--- config.mk ---
export PLATFORM = sky130hd
export DESIGN_NAME = rk8e_dbreak_flat
export DESIGN_NICKNAME = d
export VERILOG_FILES = /design/src/rtl/rk8e_dbreak_pkg.sv /design/src/rtl/rk8e_dbreak_if.sv /design/src/rtl/rk8e_dbreak.sv /design/src/flat_wrapper.sv
export SDC_FILE = /design/constraint.sdc
export NUM_CORES = 1
export LEC_CHECK = 0
export CORE_UTILIZATION = 50
export CTS_BUF_LIST = sky130_fd_sc_hd__clkbuf_4
export DETAILED_ROUTE_END_ITERATION = 8
export PLACE_DENSITY = 0.95
export SLEW_MARGIN = 20
export SYNTH_ARGS = -nofsm -noshare
export SYNTH_HDL_FRONTEND = slang
export SYNTH_SLANG_ARGS = --single-unit
--- constraint.sdc ---
create_clock -name clk -period 5.58 [get_ports clk]
set_input_delay 1.674 -clock clk [delete_from_list [all_inputs] [get_ports clk]]
set_output_delay 1.674 -clock clk [all_outputs]
set_load 0.005 [all_outputs]
--- src/rtl/rk8e_dbreak_pkg.sv ---
// Shared types for the RK8E data-break sequencer.
// State encoding, PDP-8 address/word types and default timing.
package sd_types;

    typedef enum logic [2:0] {
        IDLE,
        SYNC,
        CYCLE,
        WAIT,
        ACK
    } dbstate_t;

    typedef logic [0:14] addr_t;
    typedef logic [0:11] word_t;

    localparam int MEM_RD_LAT_DEF   = 2;
    localparam int SYNC_TIMEOUT_DEF = 64;

endpackage

--- src/rtl/rk8e_dbreak_if.sv ---
// Controller, CPU and memory signals of the data-break sequencer.
// slave is the sequencer's view, master the surrounding system's.
interface rk8e_dbreak_if;
    import sd_types::*;

    logic  clear;
    logic  db_req;
    logic  db_to_disk;
    addr_t db_addr;
    word_t db_wdata;
    word_t db_rdata;
    logic  db1;
    logic  db_ack;
    logic  break_in_prog;
    logic  cpu_boundary;
    addr_t mem_addr;
    word_t mem_wdata;
    logic  mem_we;
    logic  mem_re;
    word_t mem_rdata;
    word_t xfer_cnt;
    logic  cnt_wrap;
    logic  db_late;

    modport slave (
        input  clear, db_req, db_to_disk, db_addr, db_wdata,
        input  cpu_boundary, mem_rdata,
        output db_rdata, db1, db_ack, break_in_prog,
        output mem_addr, mem_wdata, mem_we, mem_re,
        output xfer_cnt, cnt_wrap, db_late
    );

    modport master (
        output clear, db_req, db_to_disk, db_addr, db_wdata,
        output cpu_boundary, mem_rdata,
        input  db_rdata, db1, db_ack, break_in_prog,
        input  mem_addr, mem_wdata, mem_we, mem_re,
        input  xfer_cnt, cnt_wrap, db_late
    );

endinterface

--- src/rtl/rk8e_dbreak.sv ---
// RK8E data-break sequencer: waits for a CPU boundary, steals one
// memory cycle, returns read data and keeps a transfer count.
module rk8e_dbreak
    import sd_types::*;
#(
    parameter int MEM_RD_LAT   = MEM_RD_LAT_DEF,
    parameter int SYNC_TIMEOUT = SYNC_TIMEOUT_DEF
) (
    input logic         clk,
    input logic         reset,
    rk8e_dbreak_if.slave bus
);

    localparam logic [7:0] TMO_LAST = 8'(SYNC_TIMEOUT - 1);
    localparam logic [2:0] LAT_LAST = 3'(MEM_RD_LAT - 1);

    dbstate_t   state, next_state;
    logic       armed;
    logic       abort;
    logic       lat_to_disk;
    addr_t      lat_addr;
    word_t      lat_wdata;
    logic [7:0] tcnt;
    logic [2:0] lcnt;
    word_t      rdata_q;
    word_t      cnt_q;
    logic       late_q;
    logic       tmo;
    logic       lat_done;
    logic       take;

    assign tmo      = (tcnt == TMO_LAST);
    assign lat_done = (lcnt == LAT_LAST);
    assign take     = (state == IDLE) && !bus.clear
                   && bus.db_req && armed;

    always_comb begin
        next_state = state;
        unique case (state)
            IDLE:  if (take) next_state = SYNC;
            SYNC: begin
                if (bus.clear || !bus.db_req)
                    next_state = IDLE;
                else if (bus.cpu_boundary || tmo)
                    next_state = CYCLE;
            end
            CYCLE: begin
                if (lat_to_disk)    next_state = WAIT;
                else if (bus.clear) next_state = IDLE;
                else                next_state = ACK;
            end
            WAIT: begin
                if (lat_done)
                    next_state = (abort || bus.clear) ? IDLE : ACK;
            end
            ACK:     next_state = IDLE;
            default: next_state = IDLE;
        endcase
    end

    // Strobes decode straight from state so reset drops them at once.
    assign bus.db1           = (state == CYCLE);
    assign bus.mem_we        = (state == CYCLE) && !lat_to_disk;
    assign bus.mem_re        = (state == CYCLE) && lat_to_disk;
    assign bus.db_ack        = (state == ACK) && !bus.clear;
    assign bus.cnt_wrap      = bus.db_ack && (cnt_q == 12'o7777);
    assign bus.break_in_prog = (state == CYCLE) || (state == WAIT)
                            || (state == ACK);
    assign bus.mem_addr      = lat_addr;
    assign bus.mem_wdata     = lat_wdata;
    assign bus.db_rdata      = rdata_q;
    assign bus.xfer_cnt      = cnt_q;
    assign bus.db_late       = late_q;

    always_ff @(posedge clk or posedge reset) begin
        if (reset) begin
            state       <= IDLE;
            armed       <= 1'b1;
            abort       <= 1'b0;
            lat_to_disk <= 1'b0;
            lat_addr    <= '0;
            lat_wdata   <= '0;
            tcnt        <= '0;
            lcnt        <= '0;
            rdata_q     <= '0;
            cnt_q       <= '0;
            late_q      <= 1'b0;
        end else begin
            state <= next_state;
            tcnt  <= (state == SYNC) ? tcnt + 8'd1 : 8'd0;
            lcnt  <= (state == WAIT) ? lcnt + 3'd1 : 3'd0;

            if (take) begin
                lat_to_disk <= bus.db_to_disk;
                lat_addr    <= bus.db_addr;
                lat_wdata   <= bus.db_wdata;
            end

            // A held request must go low before it can be served again.
            if (bus.clear || take)
                armed <= 1'b0;
            else if (!bus.db_req && (state == IDLE || state == ACK))
                armed <= 1'b1;

            if (state == IDLE)
                abort <= 1'b0;
            else if (bus.clear && (state == CYCLE || state == WAIT))
                abort <= 1'b1;

            if (state == WAIT && lat_done)
                rdata_q <= bus.mem_rdata;

            if (bus.clear)
                late_q <= 1'b0;
            else if (state == SYNC && bus.db_req && tmo
                     && !bus.cpu_boundary)
                late_q <= 1'b1;

            if (bus.clear)
                cnt_q <= '0;
            else if (state == ACK)
                cnt_q <= cnt_q + 12'd1;
        end
    end

endmodule

--- src/flat_wrapper.sv ---
// flat-port wrapper written by rule: the top's interface ports become plain ports
module rk8e_dbreak_flat import sd_types::*;
#(
    parameter int MEM_RD_LAT   = MEM_RD_LAT_DEF,
    parameter int SYNC_TIMEOUT = SYNC_TIMEOUT_DEF
)
  (clk, reset, bus_clear, bus_db_req, bus_db_to_disk, bus_db_addr, bus_db_wdata, bus_cpu_boundary, bus_mem_rdata, bus_db_rdata, bus_db1, bus_db_ack, bus_break_in_prog, bus_mem_addr, bus_mem_wdata, bus_mem_we, bus_mem_re, bus_xfer_cnt, bus_cnt_wrap, bus_db_late);
  rk8e_dbreak_if bus_i ();
  input logic clk;
  input logic reset;
  input wire logic [$bits(bus_i.clear)-1:0] bus_clear;
  input wire logic [$bits(bus_i.db_req)-1:0] bus_db_req;
  input wire logic [$bits(bus_i.db_to_disk)-1:0] bus_db_to_disk;
  input wire logic [$bits(bus_i.db_addr)-1:0] bus_db_addr;
  input wire logic [$bits(bus_i.db_wdata)-1:0] bus_db_wdata;
  input wire logic [$bits(bus_i.cpu_boundary)-1:0] bus_cpu_boundary;
  input wire logic [$bits(bus_i.mem_rdata)-1:0] bus_mem_rdata;
  output wire logic [$bits(bus_i.db_rdata)-1:0] bus_db_rdata;
  output wire logic [$bits(bus_i.db1)-1:0] bus_db1;
  output wire logic [$bits(bus_i.db_ack)-1:0] bus_db_ack;
  output wire logic [$bits(bus_i.break_in_prog)-1:0] bus_break_in_prog;
  output wire logic [$bits(bus_i.mem_addr)-1:0] bus_mem_addr;
  output wire logic [$bits(bus_i.mem_wdata)-1:0] bus_mem_wdata;
  output wire logic [$bits(bus_i.mem_we)-1:0] bus_mem_we;
  output wire logic [$bits(bus_i.mem_re)-1:0] bus_mem_re;
  output wire logic [$bits(bus_i.xfer_cnt)-1:0] bus_xfer_cnt;
  output wire logic [$bits(bus_i.cnt_wrap)-1:0] bus_cnt_wrap;
  output wire logic [$bits(bus_i.db_late)-1:0] bus_db_late;
  assign bus_i.clear = bus_clear;
  assign bus_i.db_req = bus_db_req;
  assign bus_i.db_to_disk = bus_db_to_disk;
  assign bus_i.db_addr = bus_db_addr;
  assign bus_i.db_wdata = bus_db_wdata;
  assign bus_i.cpu_boundary = bus_cpu_boundary;
  assign bus_i.mem_rdata = bus_mem_rdata;
  assign bus_db_rdata = bus_i.db_rdata;
  assign bus_db1 = bus_i.db1;
  assign bus_db_ack = bus_i.db_ack;
  assign bus_break_in_prog = bus_i.break_in_prog;
  assign bus_mem_addr = bus_i.mem_addr;
  assign bus_mem_wdata = bus_i.mem_wdata;
  assign bus_mem_we = bus_i.mem_we;
  assign bus_mem_re = bus_i.mem_re;
  assign bus_xfer_cnt = bus_i.xfer_cnt;
  assign bus_cnt_wrap = bus_i.cnt_wrap;
  assign bus_db_late = bus_i.db_late;
  rk8e_dbreak #(.MEM_RD_LAT(MEM_RD_LAT), .SYNC_TIMEOUT(SYNC_TIMEOUT)) u_core (.clk(clk), .reset(reset), .bus(bus_i));
endmodule
==> results.toml, run 1 <==
[sta]
finalMaxSlewViolations = 0
skew_ns = 0.0114
worstMarginPinSlew_ns = 0.905
fmax_ghz = 0.211
setup_viol = 0
slew_headroom = 0.394
final_hold_viol_count = 0
fin_tns_setup_ns = 0
rsz0062_at_grt = "no"
period_share = 0.848
holdWs_ns = 0.492
fin_crit_ns = 4.73

[detailed_routing]
postRouteAntennaNets = 0
via_count = 2216
vias_per_cell = 5.33
firstDrtPassIters = 4
remaining_drc_errors = 0
wl_um = 6370
drt_iter0_drc = 107
wl_per_cell_um = 15.3

[power]
pwr-share-comb = 0.314
p_sw_uw = 413
seqPwrFrac = 0.474
cell_internal_pwr_uw = 1070
leakage_uw = 0.00175
clkPwrFrac = 0.212
irDropWorstVdd_v = 0.000252
switching_share = 0.280
power_uw = 1480
p_per_area_mw_per_mm2 = 354

[floorplanning]
die_w_um = 79.0
die_h_um = 79.0
start_util = 0.529
die-area_mm2 = 0.00624
rows = 27
io-pin-count = 103
core_mm2 = 0.00561

[yosys]
synth_top_cell_by_area = "dfrtp_1"
synth_top_area_frac = 0.574
yosys_warnings = 0
syn-num-nets = 281
synth_flop_cell = "dfrtp_1"
ys_ff_latch = 69
synth_edf_count = 0
seq_area_frac_synth = 0.583
netlist_area_mm2 = 0.00297
avgSynthCellArea_um2 = 12.8
synth_area_leaders = "dfrtp_1, mux2_2, nor2_1"
postSynthCellCount = 232
synthArstFlopShare = 1.00
ys_types = 36

[worst_setup_path]
critical_path.most_common_cell = "clkdlybuf4s50_1"
critPathTopFamily = "buffers and inverters"
critical_path.slowest_cell = "clkdlybuf4s50_1"
crit_type = "primary input to output pin"
cp-endpoint = "bus_cnt_wrap"
r2r-end = "u_core.state[1]$_DFFE_PP0P_"
r2r_setup_slack_ns = 3.37
end_kind = "output pin"
crit_path_max_fanout = 2
critPathLaunchType = "primary input"
path_buf_inv = 2
cp_slowest_stage_delay_ns = 0.56
critPathLaunch = "bus_clear"
reg2reg_from = "u_core.state[0]$_DFFE_PP0P_"
crit_chain = "clkdlybuf4s50_1 > nand2b_1 > nor4_1 > clkdlybuf4s50_1"
required_ns = 3.91
crit_cells = 4
cp_data_arrival_time_ns = 3.06
r2r_cells = 4

[clock_network]
clkTransAtPathRegs_ns = 0.11
cts_root_buf = "clkbuf_4"
cts_buffers = 9
cts.sinks = 69
clk_latency_ns = 0.41
cts.path.max_buffers = 2
cts_resized = 0
h-tree-depth = 3
post-cts-setup-buffers = 0
cts_hold_buf = 0
tritoncts = "built"

[grt]
antenna_found_initial = 0
grt_max_degree = 40
grt_util_all_layers = 0.220
grt_remaining_overflow = 0
grt_pass1_vias = 2288
grt_pass1_wl_um = 10400

[final_layout]
final_cell_mix = "clkdlybuf4s50_1, dfrtp_1, mux2_2, nor2_1, nand3_1"
drive_above_1_share = 0.183
stdcell_count = 416
layout_commonest_cell = "clkdlybuf4s50_1"
antenna_cells = 0
final_nets = 388
area_growth_pct = 41.0

[placement]
gp_congestion = 0.786
dp_cells = 400
dp_hpwl_um = 4580
port_buffers = 102

[hold_path]
worstHoldPathType = "flop to flop"

[flow_run]
drv_cap = 0

[run_status]
outcome = "complete, no violations"
through the flow:
stage,cell area (um^2),setup slack (ns),utilization
after floorplan,2970,1.62,-
after global placement,4050,0.969,0.722
after detailed placement,4050,0.866,0.722
after CTS,4180,0.848,0.745
after global routing,4180,0.795,0.745
final,4180,0.851,0.745
sequential cells by signal, summed over array words and instances (netlist names):
name,flops
u_core.abort,1
u_core.bus.mem_addr,15
u_core.state,3
u_core.armed,1
u_core.bus.xfer_cnt,12
u_core.bus.db_late,1
u_core.lcnt,3
u_core.bus.db_rdata,12
u_core.lat_to_disk,1
u_core.bus.mem_wdata,12
u_core.tcnt,8
area by class of cell:
cell class	instances	area [um^2]
Multi-Input combinational cell	150	1170
Sequential cell	69	1730
Timing Repair Buffer	105	1040
Inverter	4	15.0
Fill cell	399	1430
Clock inverter	7	66.3
Clock buffer	9	67.6
Tap cell	72	90.1
worst min-delay path by stage:
stage,startpoint,endpoint,depth (start not counted)
3_5_place_dp,u_core.bus.mem_wdata[11]$_DFFE_PP0P_,u_core.bus.mem_wdata[11]$_DFFE_PP0P_,1
4_1_cts,u_core.lcnt[0]$_DFF_PP0_,u_core.lcnt[0]$_DFF_PP0_,1
2_1_floorplan,u_core.lcnt[0]$_DFF_PP0_,u_core.lcnt[0]$_DFF_PP0_,1
5_1_grt,u_core.bus.db_late$_DFFE_PP0P_,u_core.bus.db_late$_DFFE_PP0P_,2
6_report,u_core.lcnt[0]$_DFF_PP0_,u_core.lcnt[0]$_DFF_PP0_,1
3_3_place_gp,u_core.lcnt[0]$_DFF_PP0_,u_core.lcnt[0]$_DFF_PP0_,1
metal layers:
layer	track usage	vias up	share of wire
met5	0	-	0
met2	0.347	76	0.50
met3	0.0667	16	0.062
met4	0.129	0	0.028
li1	-	1025	-
met1	0.267	1099	0.41
cell usage after synthesis, types with 2 or more instances:
| cell | count |
|---|---|
| buf_6 | 2 |
| o21ai_0 | 6 |
| clkbuf_1 | 4 |
| and3_1 | 3 |
| nand2_1 | 6 |
| buf_2 | 3 |
| or3_1 | 4 |
| ha_1 | 4 |
| nor3b_1 | 2 |
| a21oi_1 | 4 |
| nand3b_1 | 2 |
| nor3_1 | 4 |
| dfrtp_1 | 68 |
| nand4_1 | 3 |
| mux2_1 | 2 |
| nand2b_1 | 6 |
| nor2_1 | 25 |
| xnor2_1 | 6 |
| nand3_1 | 10 |
| nor4_1 | 2 |
| xor2_1 | 9 |
| mux2_2 | 39 |
| inv_1 | 4 |
| and4_1 | 2 |
power groups by stage:
stage / logic (uW) / registers [uW] / clock network (uW)
2_1_floorplan: 199 / 700 / 0
6_report: 464 / 701 / 314
3_5_place_dp: 464 / 712 / 0
5_1_grt: 497 / 721 / 337
4_1_cts: 468 / 702 / 321
3_3_place_gp: 452 / 703 / 0
kinds of logic (layout without fill, tap and decap cells):
group / after synthesis / after routing / share of synthesized area
AND/OR/NAND/NOR: 76 / 76 / 0.145
XOR/XNOR: 15 / 15 / 0.0443
buffers and inverters: 13 / 125 / 0.0228
multiplexers: 42 / 42 / 0.159
AO/OA/AOI/OAI: 13 / 13 / 0.0295
adder cells (fa/ha/maj): 4 / 4 / 0.0169
flip-flops: 69 / 69 / 0.583
Power figures use the tool's default switching activity.
==> run 2, diff against run 1 <==
--- a/config.mk
+++ b/config.mk
@@ -5,7 +5,7 @@
 export SDC_FILE = /design/constraint.sdc
 export NUM_CORES = 1
 export LEC_CHECK = 0
-export CORE_UTILIZATION = 50
+export CORE_UTILIZATION = 47
 export CTS_BUF_LIST = sky130_fd_sc_hd__clkbuf_4
 export DETAILED_ROUTE_END_ITERATION = 8
 export PLACE_DENSITY = 0.95
==> constraint.sdc (replaced) <==
create_clock -name clk -period 4.7 [get_ports clk]
set_input_delay 1.41 -clock clk [delete_from_list [all_inputs] [get_ports clk]]
set_output_delay 1.41 -clock clk [all_outputs]
set_load 0.005 [all_outputs]
==> run 2 against run 1 <==
- clock skew up 0.0054 ns
- combinational power up 19%
- critical endpoint unchanged
- flip-flop and latch count unchanged
- die area up 6.2%
- core utilization down 4.5 points
- clock power up 21%
- cell count up 0.96%
- largest power group unchanged
- clock-buffer cell count up 1
==> results.toml, run 2 (synthesis results as in run 1) <==
[sta]
final_hold_viol_count = 0
rsz0062_at_grt = "no"
fin_tns_setup_ns = 0
period_share = 0.894
finalMaxSlewViolations = 0
worstMarginPinSlew_ns = 1.01
holdWs_ns = 0.483
slew_headroom = 0.327
fmax_ghz = 0.238
fin_crit_ns = 4.20
setup_viol = 0
skew_ns = 0.0168

[run_status]
outcome = "complete, no violations"

[detailed_routing]
wl_met2_um = 3450
remaining_drc_errors = 0
met1_length_um = 2740
vias_per_cell = 5.30
wl_um = 6630
wl_per_cell_um = 15.8
dr_wl_met3_um = 363
top_layer = "met4"
drt_iter0_drc = 148
firstDrtPassIters = 4
postRouteAntennaNets = 0
via_count = 2224

[final_layout]
area_growth_pct = 41.5
layout_commonest_cell = "clkdlybuf4s50_1"
largest_reg_flops = 15
final_nets = 389
antenna_cells = 0
final_cell_mix = "clkdlybuf4s50_1, dfrtp_1, mux2_2, nor2_1"
drive_above_1_share = 0.188
final_util = 0.701

[flow_run]
drv_cap = 0

[floorplanning]
die_h_um = 81.4
core_mm2 = 0.00599
die-area_mm2 = 0.00663
die_w_um = 81.4
start_util = 0.495
rows = 28
io-pin-count = 103

[grt]
grt_util_all_layers = 0.219
grt_max_degree = 32
antenna_found_initial = 0
grt_remaining_overflow = 0
grt_pass1_wl_um = 10600
grt_pass1_vias = 2317

[placement]
port_buffers = 102
gp_congestion = 0.767
dp_hpwl_um = 4810

[clock_network]
clkTransAtPathRegs_ns = 0.12
tritoncts = "built"
post-cts-setup-buffers = 0
cts.path.max_buffers = 2
cts_root_buf = "clkbuf_4"
cts_hold_buf = 0
h-tree-depth = 3
clk_latency_ns = 0.40
cts_buffers = 9
cts_resized = 0
cts.sinks = 69

[worst_setup_path]
required_ns = 3.29
crit_type = "primary input to output pin"
critPathLaunchType = "primary input"
end_kind = "output pin"
crit_path_max_fanout = 3
cp_data_arrival_time_ns = 2.79

[hold_path]
worstHoldPathType = "flop to flop"

[power]
leakage_uw = 0.00176
p_per_area_mw_per_mm2 = 422
irDropWorstVdd_v = 0.000340
## run 2: changes by cell type in the layout (fill, tap and decap cells not counted)
cell | previous run | this run
buf_4 | 3 | 4
clkbuf_4 | 9 | 10
clkinv_1 | 2 | 1
clkinv_4 | 1 | 2
clkinvlp_4 | 2 | 1
## run 2: layout make-up
class / instances / area, um^2
clock inverters: 6 / 63.8
inverters: 4 / 15.0
well taps: 75 / 93.8
flip-flops and latches: 69 / 1730
fillers: 422 / 1790
repair buffers: 106 / 1050
multi-input cells: 150 / 1170
clock buffers: 10 / 75.1
## run 2: worst paths after layout
path / slack [ns] / start / endpoint / cells after the start
setup reg to reg: 2.45 / u_core.state[0]$_DFFE_PP0P_ / u_core.state[1]$_DFFE_PP0P_ / 4
setup / recovery: 0.50 / bus_clear / bus_cnt_wrap / 4
max in group asynchronous: 2.53 / reset / u_core.armed$_DFFE_PP1P_ / 3
hold reg to reg: 0.48 / u_core.lcnt[0]$_DFF_PP0_ / u_core.lcnt[0]$_DFF_PP0_ / 1
min in group asynchronous: 1.40 / reset / u_core.bus.db_rdata[4]$_DFFE_PP0P_ / 2
hold / removal: 0.48 / u_core.lcnt[0]$_DFF_PP0_ / u_core.lcnt[0]$_DFF_PP0_ / 1
## run 2: worst max-delay path, cell delays in order
cell             delay (ns)
clkdlybuf4s50_1        0.45
nand2b_1               0.16
nor4_1                 0.21
clkdlybuf4s50_1        0.56
## run 2: through the flow
stage	power [uW]	instance area, um^2	setup slack (ns)	cells
after floorplan	1070	2970	1.27	232
after global placement	1370	4060	0.577	404
after detailed placement	1400	4060	0.548	404
after CTS	1790	4200	0.535	420
after global routing	1860	4200	0.386	420
final	1770	4200	0.499	420
## run 2: power breakdown
group,switching (uW),internal (uW),leakage (uW)
Sequential,104,736,0.000881
Clock,213,167,0.0000740
Combinational,179,371,0.000807
## run 2: layer usage
metal  vias up  global-route usage
li1       1032                   -
met1      1107               0.246
met2        75               0.367
met3        10              0.0744
met4         0               0.114
met5         -                   0
